==> src/rtl/dpr_bist_ctrl.sv <==
// BIST controller for the true dual-port RAM: writes a seeded address pattern through
// each port, reads it back through the other, and reports the first mismatch.
module dpr_bist_ctrl #(
    parameter int unsigned       ADDR_W = 12,
    parameter int unsigned       DATA_W = 8,
    parameter logic [DATA_W-1:0] SEED   = 8'hA5,
    parameter int unsigned       RD_LAT = 1
) (
    input  logic              clk,
    input  logic              rst_n,
    input  logic              start,
    output logic              busy,
    output logic              done,
    output logic              pass,
    output logic [1:0]        fail_phase,
    output logic [ADDR_W-1:0] fail_addr,
    output logic [DATA_W-1:0] fail_data,
    output logic              wr_en_0,
    output logic [ADDR_W-1:0] addr_0,
    output logic [DATA_W-1:0] in_0,
    input  logic [DATA_W-1:0] out_0,
    output logic              wr_en_1,
    output logic [ADDR_W-1:0] addr_1,
    output logic [DATA_W-1:0] in_1,
    input  logic [DATA_W-1:0] out_1
);
    localparam int unsigned       DRW    = $clog2(RD_LAT + 1);
    localparam logic [ADDR_W-1:0] A_LAST = '1;

    typedef enum logic [2:0] {IDLE, WR0, RD0, WR1, RD1, DONE} state_t;

    state_t            state;
    logic              issue;
    logic [DRW-1:0]    drain;
    logic              pv [RD_LAT];
    logic [ADDR_W-1:0] pa [RD_LAT];
    logic [DATA_W-1:0] pe [RD_LAT];

    logic              mism;
    logic [DATA_W-1:0] rd_data;
    logic [ADDR_W-1:0] rd_addr;
    logic [DATA_W-1:0] rd_exp;
    logic [ADDR_W-1:0] a0_inc, a0_dec, a1_inc, a1_dec;

    function automatic logic [DATA_W-1:0] pat(input logic [ADDR_W-1:0] a);
        return DATA_W'(a) ^ SEED;
    endfunction

    // Read-side selection and compare at the tail of the latency pipeline
    always_comb begin
        rd_data = (state == RD1) ? out_0 : out_1;
        rd_addr = (state == RD1) ? addr_0 : addr_1;
        rd_exp  = (state == RD1) ? ~pat(addr_0) : pat(addr_1);
        mism    = ((state == RD0) || (state == RD1)) && pv[RD_LAT-1]
                  && (rd_data != pe[RD_LAT-1]);
        a0_inc  = addr_0 + ADDR_W'(1);
        a0_dec  = addr_0 - ADDR_W'(1);
        a1_inc  = addr_1 + ADDR_W'(1);
        a1_dec  = addr_1 - ADDR_W'(1);
    end

    always_ff @(posedge clk or negedge rst_n) begin
        if (!rst_n) begin
            state      <= IDLE;
            issue      <= 1'b0;
            drain      <= '0;
            busy       <= 1'b0;
            done       <= 1'b0;
            pass       <= 1'b0;
            fail_phase <= '0;
            fail_addr  <= '0;
            fail_data  <= '0;
            wr_en_0    <= 1'b0;
            addr_0     <= '0;
            in_0       <= '0;
            wr_en_1    <= 1'b0;
            addr_1     <= '0;
            in_1       <= '0;
            for (int i = 0; i < int'(RD_LAT); i++) begin
                pv[i] <= 1'b0;
                pa[i] <= '0;
                pe[i] <= '0;
            end
        end else begin
            // Each issued read carries its address and expected data RD_LAT cycles forward
            pv[0] <= issue;
            pa[0] <= rd_addr;
            pe[0] <= rd_exp;
            for (int i = 1; i < int'(RD_LAT); i++) begin
                pv[i] <= pv[i-1];
                pa[i] <= pa[i-1];
                pe[i] <= pe[i-1];
            end

            if (mism) begin
                state      <= DONE;
                busy       <= 1'b0;
                done       <= 1'b1;
                pass       <= 1'b0;
                fail_phase <= (state == RD1) ? 2'd3 : 2'd1;
                fail_addr  <= pa[RD_LAT-1];
                fail_data  <= rd_data;
                wr_en_0    <= 1'b0;
                wr_en_1    <= 1'b0;
                issue      <= 1'b0;
            end else begin
                case (state)
                    IDLE, DONE: begin
                        if (start) begin
                            state      <= WR0;
                            busy       <= 1'b1;
                            done       <= 1'b0;
                            pass       <= 1'b0;
                            fail_phase <= '0;
                            fail_addr  <= '0;
                            fail_data  <= '0;
                            wr_en_0    <= 1'b1;
                            addr_0     <= '0;
                            in_0       <= pat('0);
                            wr_en_1    <= 1'b0;
                            issue      <= 1'b0;
                            drain      <= '0;
                            for (int i = 0; i < int'(RD_LAT); i++) pv[i] <= 1'b0;
                        end
                    end
                    WR0: begin
                        if (addr_0 == A_LAST) begin
                            state   <= RD0;
                            wr_en_0 <= 1'b0;
                            addr_1  <= '0;
                            issue   <= 1'b1;
                        end else begin
                            addr_0 <= a0_inc;
                            in_0   <= pat(a0_inc);
                        end
                    end
                    RD0: begin
                        if (issue) begin
                            if (addr_1 == A_LAST) begin
                                issue <= 1'b0;
                                drain <= DRW'(RD_LAT);
                            end else begin
                                addr_1 <= a1_inc;
                            end
                        end else if (drain == DRW'(1)) begin
                            state   <= WR1;
                            wr_en_1 <= 1'b1;
                            addr_1  <= A_LAST;
                            in_1    <= ~pat(A_LAST);
                        end else begin
                            drain <= drain - DRW'(1);
                        end
                    end
                    WR1: begin
                        if (addr_1 == '0) begin
                            state   <= RD1;
                            wr_en_1 <= 1'b0;
                            addr_0  <= A_LAST;
                            issue   <= 1'b1;
                        end else begin
                            addr_1 <= a1_dec;
                            in_1   <= ~pat(a1_dec);
                        end
                    end
                    RD1: begin
                        if (issue) begin
                            if (addr_0 == '0) begin
                                issue <= 1'b0;
                                drain <= DRW'(RD_LAT);
                            end else begin
                                addr_0 <= a0_dec;
                            end
                        end else if (drain == DRW'(1)) begin
                            state <= DONE;
                            busy  <= 1'b0;
                            done  <= 1'b1;
                            pass  <= 1'b1;
                        end else begin
                            drain <= drain - DRW'(1);
                        end
                    end
                    default: state <= IDLE;
                endcase
            end
        end
    end
endmodule
==> config.mk <==
export PLATFORM = sky130hd
export DESIGN_NAME = dpr_bist_ctrl
export DESIGN_NICKNAME = d
export VERILOG_FILES = /design/src/rtl/dpr_bist_ctrl.sv
export SDC_FILE = /design/constraint.sdc
export NUM_CORES = 1
export LEC_CHECK = 0
export CAP_MARGIN = 0
export CORE_MARGIN = 4
export CORE_UTILIZATION = 45
export DETAILED_ROUTE_END_ITERATION = 10
export GPL_TIMING_DRIVEN = 0
export PLACE_DENSITY = 0.73
export SETUP_SLACK_MARGIN = 0.1
export SLEW_MARGIN = 15
export SYNTH_ARGS = -nofsm -noshare
export SYNTH_HDL_FRONTEND = slang
export SYNTH_SLANG_ARGS = --single-unit
export TNS_END_PERCENT = 100
==> constraint.sdc <==
create_clock -name clk -period 2.5 [get_ports clk]
set_input_delay 0.25 -clock clk [delete_from_list [all_inputs] [get_ports clk]]
set_output_delay 0.25 -clock clk [all_outputs]
set_load 0.02 [all_outputs]
==> results_dict.tcl <==
set metrics [dict create \
    cts_buffer_depth 2 \
    tns_ns -0.0778 \
    setup.worst_path.class "flip-flop to flip-flop" \
    outcome "finished, violations left" \
    hp-class "input pin to flip-flop" \
    rr_startpoint "state[0]$_DFFE_PN0P_" \
    syn_area_um2 5260 \
    worst_slew_pin_slew_ns 0.698 \
    async_flop_share 1.00 \
    cp-start-kind "flip-flop" \
    synth_cell_types 54 \
    vias 5539 \
    synth.area.top_cells "dfrtp_1 (44%), o21ai_0 (6.9%), nand3_1 (4.6%)" \
    pin_count 86 \
    num-fill-cells 990 \
    synth_top_cell_by_area "dfrtp_1" \
    cp_data_arrival_time_ns 2.78 \
    synth.avg_cell_area_um2 8.49 \
    nNetsFinal 771 \
    ir_drop_mv 0.814 \
    slew_headroom 0.535 \
    hpwl_mm 12.9 \
    final_core_util 0.636 \
    max_freq_mhz 393 \
    synth_ff_type "dfrtp_1" \
    r2r_setup_slack_ns -0.04 \
    routed_wl_mm 19.0 \
    drc 0 \
    top_usage_layer "met2" \
    skew_ns 0.00998 \
    crit_path_end "addr_1[2]$_DFFE_PN0P_" \
    drtPass1Iterations 8 \
    die-area_um2 13500 \
    cp_max_fo 7 \
    synth_cells 619 \
    grt_overflow_total 0 \
    row_count 39 \
    period_minus_slack_ns 2.54 \
    placed_cells 847 \
    rsz0062_at_grt "yes" \
    drv_slew 0 \
    maxCapViolCount 0 \
    die_h_um 116 \
    antenna_cells 0 \
    setup_ws_ns -0.0440 \
    period_share 1.02 \
    final_common_cell "dfrtp_1" \
    place_ws_ns -0.618 \
    grt_pass1_vias 5366 \
    die_w_um 116 \
    avgRoutedWirePerCell_um 21.3 \
    synth.net_count 644 \
    hold_slack_ns 0.440 \
    use_met3 0.0472 \
    finalSetupViolations 2 \
    antenna_found_initial 0 \
    tritoncts "built" \
    synth-edff-count 0 \
    numCtsBuffers 9 \
    setup.worst_path.start "state[0]$_DFFE_PN0P_" \
    start_util 0.460 \
    area_growth_pct 38.2 \
    gp_congestion 0.944 \
    end_kind "flip-flop" \
    portBuffers 84 \
    layout.cells.non_filler 894 \
    seq_area_frac_synth 0.443 \
    ys.warnings.count 0 \
    violations "setup timing" \
    hold_viol 0 \
    core_area_um2 11400 \
    met2_usage 0.440 \
    ys_ff_latch 93 \
    grt_max_degree 55 \
    synth_top_area_frac 0.443 \
    cp.required_ns 2.74 \
    drtIter0Drc 804 \
    cts_root_buf "clkbuf_16" \
    ant_nets 0 \
    avgViaCountPerCell 6.20 \
    clk_pin_slew_ns 0.07 \
    grt.met1_usage 0.405 \
    htree_levels 3 \
    cellPowerDensity_nw_per_um2 1190 \
    grt_usage 0.287 \
    finalPower_mw 8.62 \
    final_cell_mix "dfrtp_1 (88), clkdlybuf4s50_1 (82), nand2_1 (57)" \
    grt_first_pass_wirelength_mm 29.7 \
    rr_worst_depth 10 \
    drive_above_1_share 0.166 \
    dpl_cell_area_um2 6330 \
    power.leakage_nw 3.07 \
    design_area_um2 7260 \
    clock-sinks 93 \
    rr_endpoint "addr_1[2]$_DFFE_PN0P_" \
    clkLatencyLatePin_ns 0.35 \
]
-- critical path, cell delays in order (launching register included) --
cell      delay, ns
dfrtp_1        0.39
buf_6          0.13
nor3b_4        0.17
buf_6          0.19
mux2i_4        0.31
nor2_2         0.08
a221oi_2       0.17
buf_4          0.17
a21oi_4        0.08
or4_4          0.51
a22o_1         0.23
-- per-layer routing --
layer,wire [um],vias up
li1,-,2478
met1,7940,2667
met2,8720,335
met3,1740,59
met4,637,0
met5,0,-
-- worst min path at each step --
stage | start | end | slack (ns) | cells after the start
after detailed placement | rst_n | fail_addr[6]$_DFFE_PN0P_ | 0.34 | 1
after global routing | start | pv$_DFF_PN0_ | 0.46 | 2
after global placement | fail_phase[0]$_DFFE_PN0P_ | fail_phase[0]$_DFFE_PN0P_ | 0.47 | 2
after floorplan | rst_n | addr_0[0]$_DFFE_PN0P_ | -0.05 | 0
after CTS | start | pv$_DFF_PN0_ | 0.35 | 2
final | start | pv$_DFF_PN0_ | 0.44 | 2
-- sequential cells by signal (all words and copies together), names as in the netlist --
signal,cells
addr_0,12
addr_1,12
fail_addr,12
pa,12
fail_data,8
in_0,8
in_1,8
pe,8
state,3
fail_phase,2
busy,1
done,1
drain,1
issue,1
pass,1
pv,1
wr_en_0,1
wr_en_1,1
-- power breakdown --
group	total, mW	internal (mW)	switching, mW	leakage (nW)
logic	4.99	2.05	2.94	1.73
clock network	1.41	0.805	0.609	0.142
registers	2.21	1.92	0.293	1.19
-- logic make-up (layout without fill, tap and decap cells) --
kind of cell               count (synthesis)  count (layout)  synth area share
AOI/OAI and AO/OA                        189             189             0.227
xor gates and xnor gates                  24              24            0.0400
adders and majority gates                  6               6            0.0143
buffers and inverters                     92             224            0.0707
DFF                                       93              93             0.443
muxes                                     10              10            0.0195
and+or+nand+nor                          205             205             0.186
-- cells in the mapped netlist (all sizes together), types with 4 or more instances --
library cell	instances
nor2b	4
mux2i	8
a31oi	10
o22ai	9
nor3	15
a222oi	5
clkbuf	39
o211ai	6
a2bb2oi	4
a22o	11
xnor2	20
nand4	13
buf	12
nor4	5
a21oi	29
o22a	4
ha	6
inv	39
or3	5
and3	7
nand2	58
nand3	48
o21ai	74
dfrtp	93
xor2	4
o21a	5
a22oi	6
nor2	40
-- cell type report --
class / instances / area (um^2) / share of cell area
plain buffers: 51 / 334 / 0.0460
clock buffers: 11 / 243 / 0.0334
clock inverters: 5 / 58.8 / 0.00810
inverters: 41 / 155 / 0.0214
multi-input cells: 434 / 2840 / 0.391
flip-flops and latches: 93 / 2330 / 0.321
well taps: 143 / 179 / 0.0246
repair buffers: 116 / 1120 / 0.154
-- what timing repair did --
item                                   CTS  global route
buffers inserted                        17            12
setup endpoints to repair               70            70
pin swaps                                8             9
gates cloned                             0             1
resized for setup                       53            81
hold buffers                             1             0
endpoints found under the hold margin   53             0
Note: power is estimated with default switching activity, not from simulation.
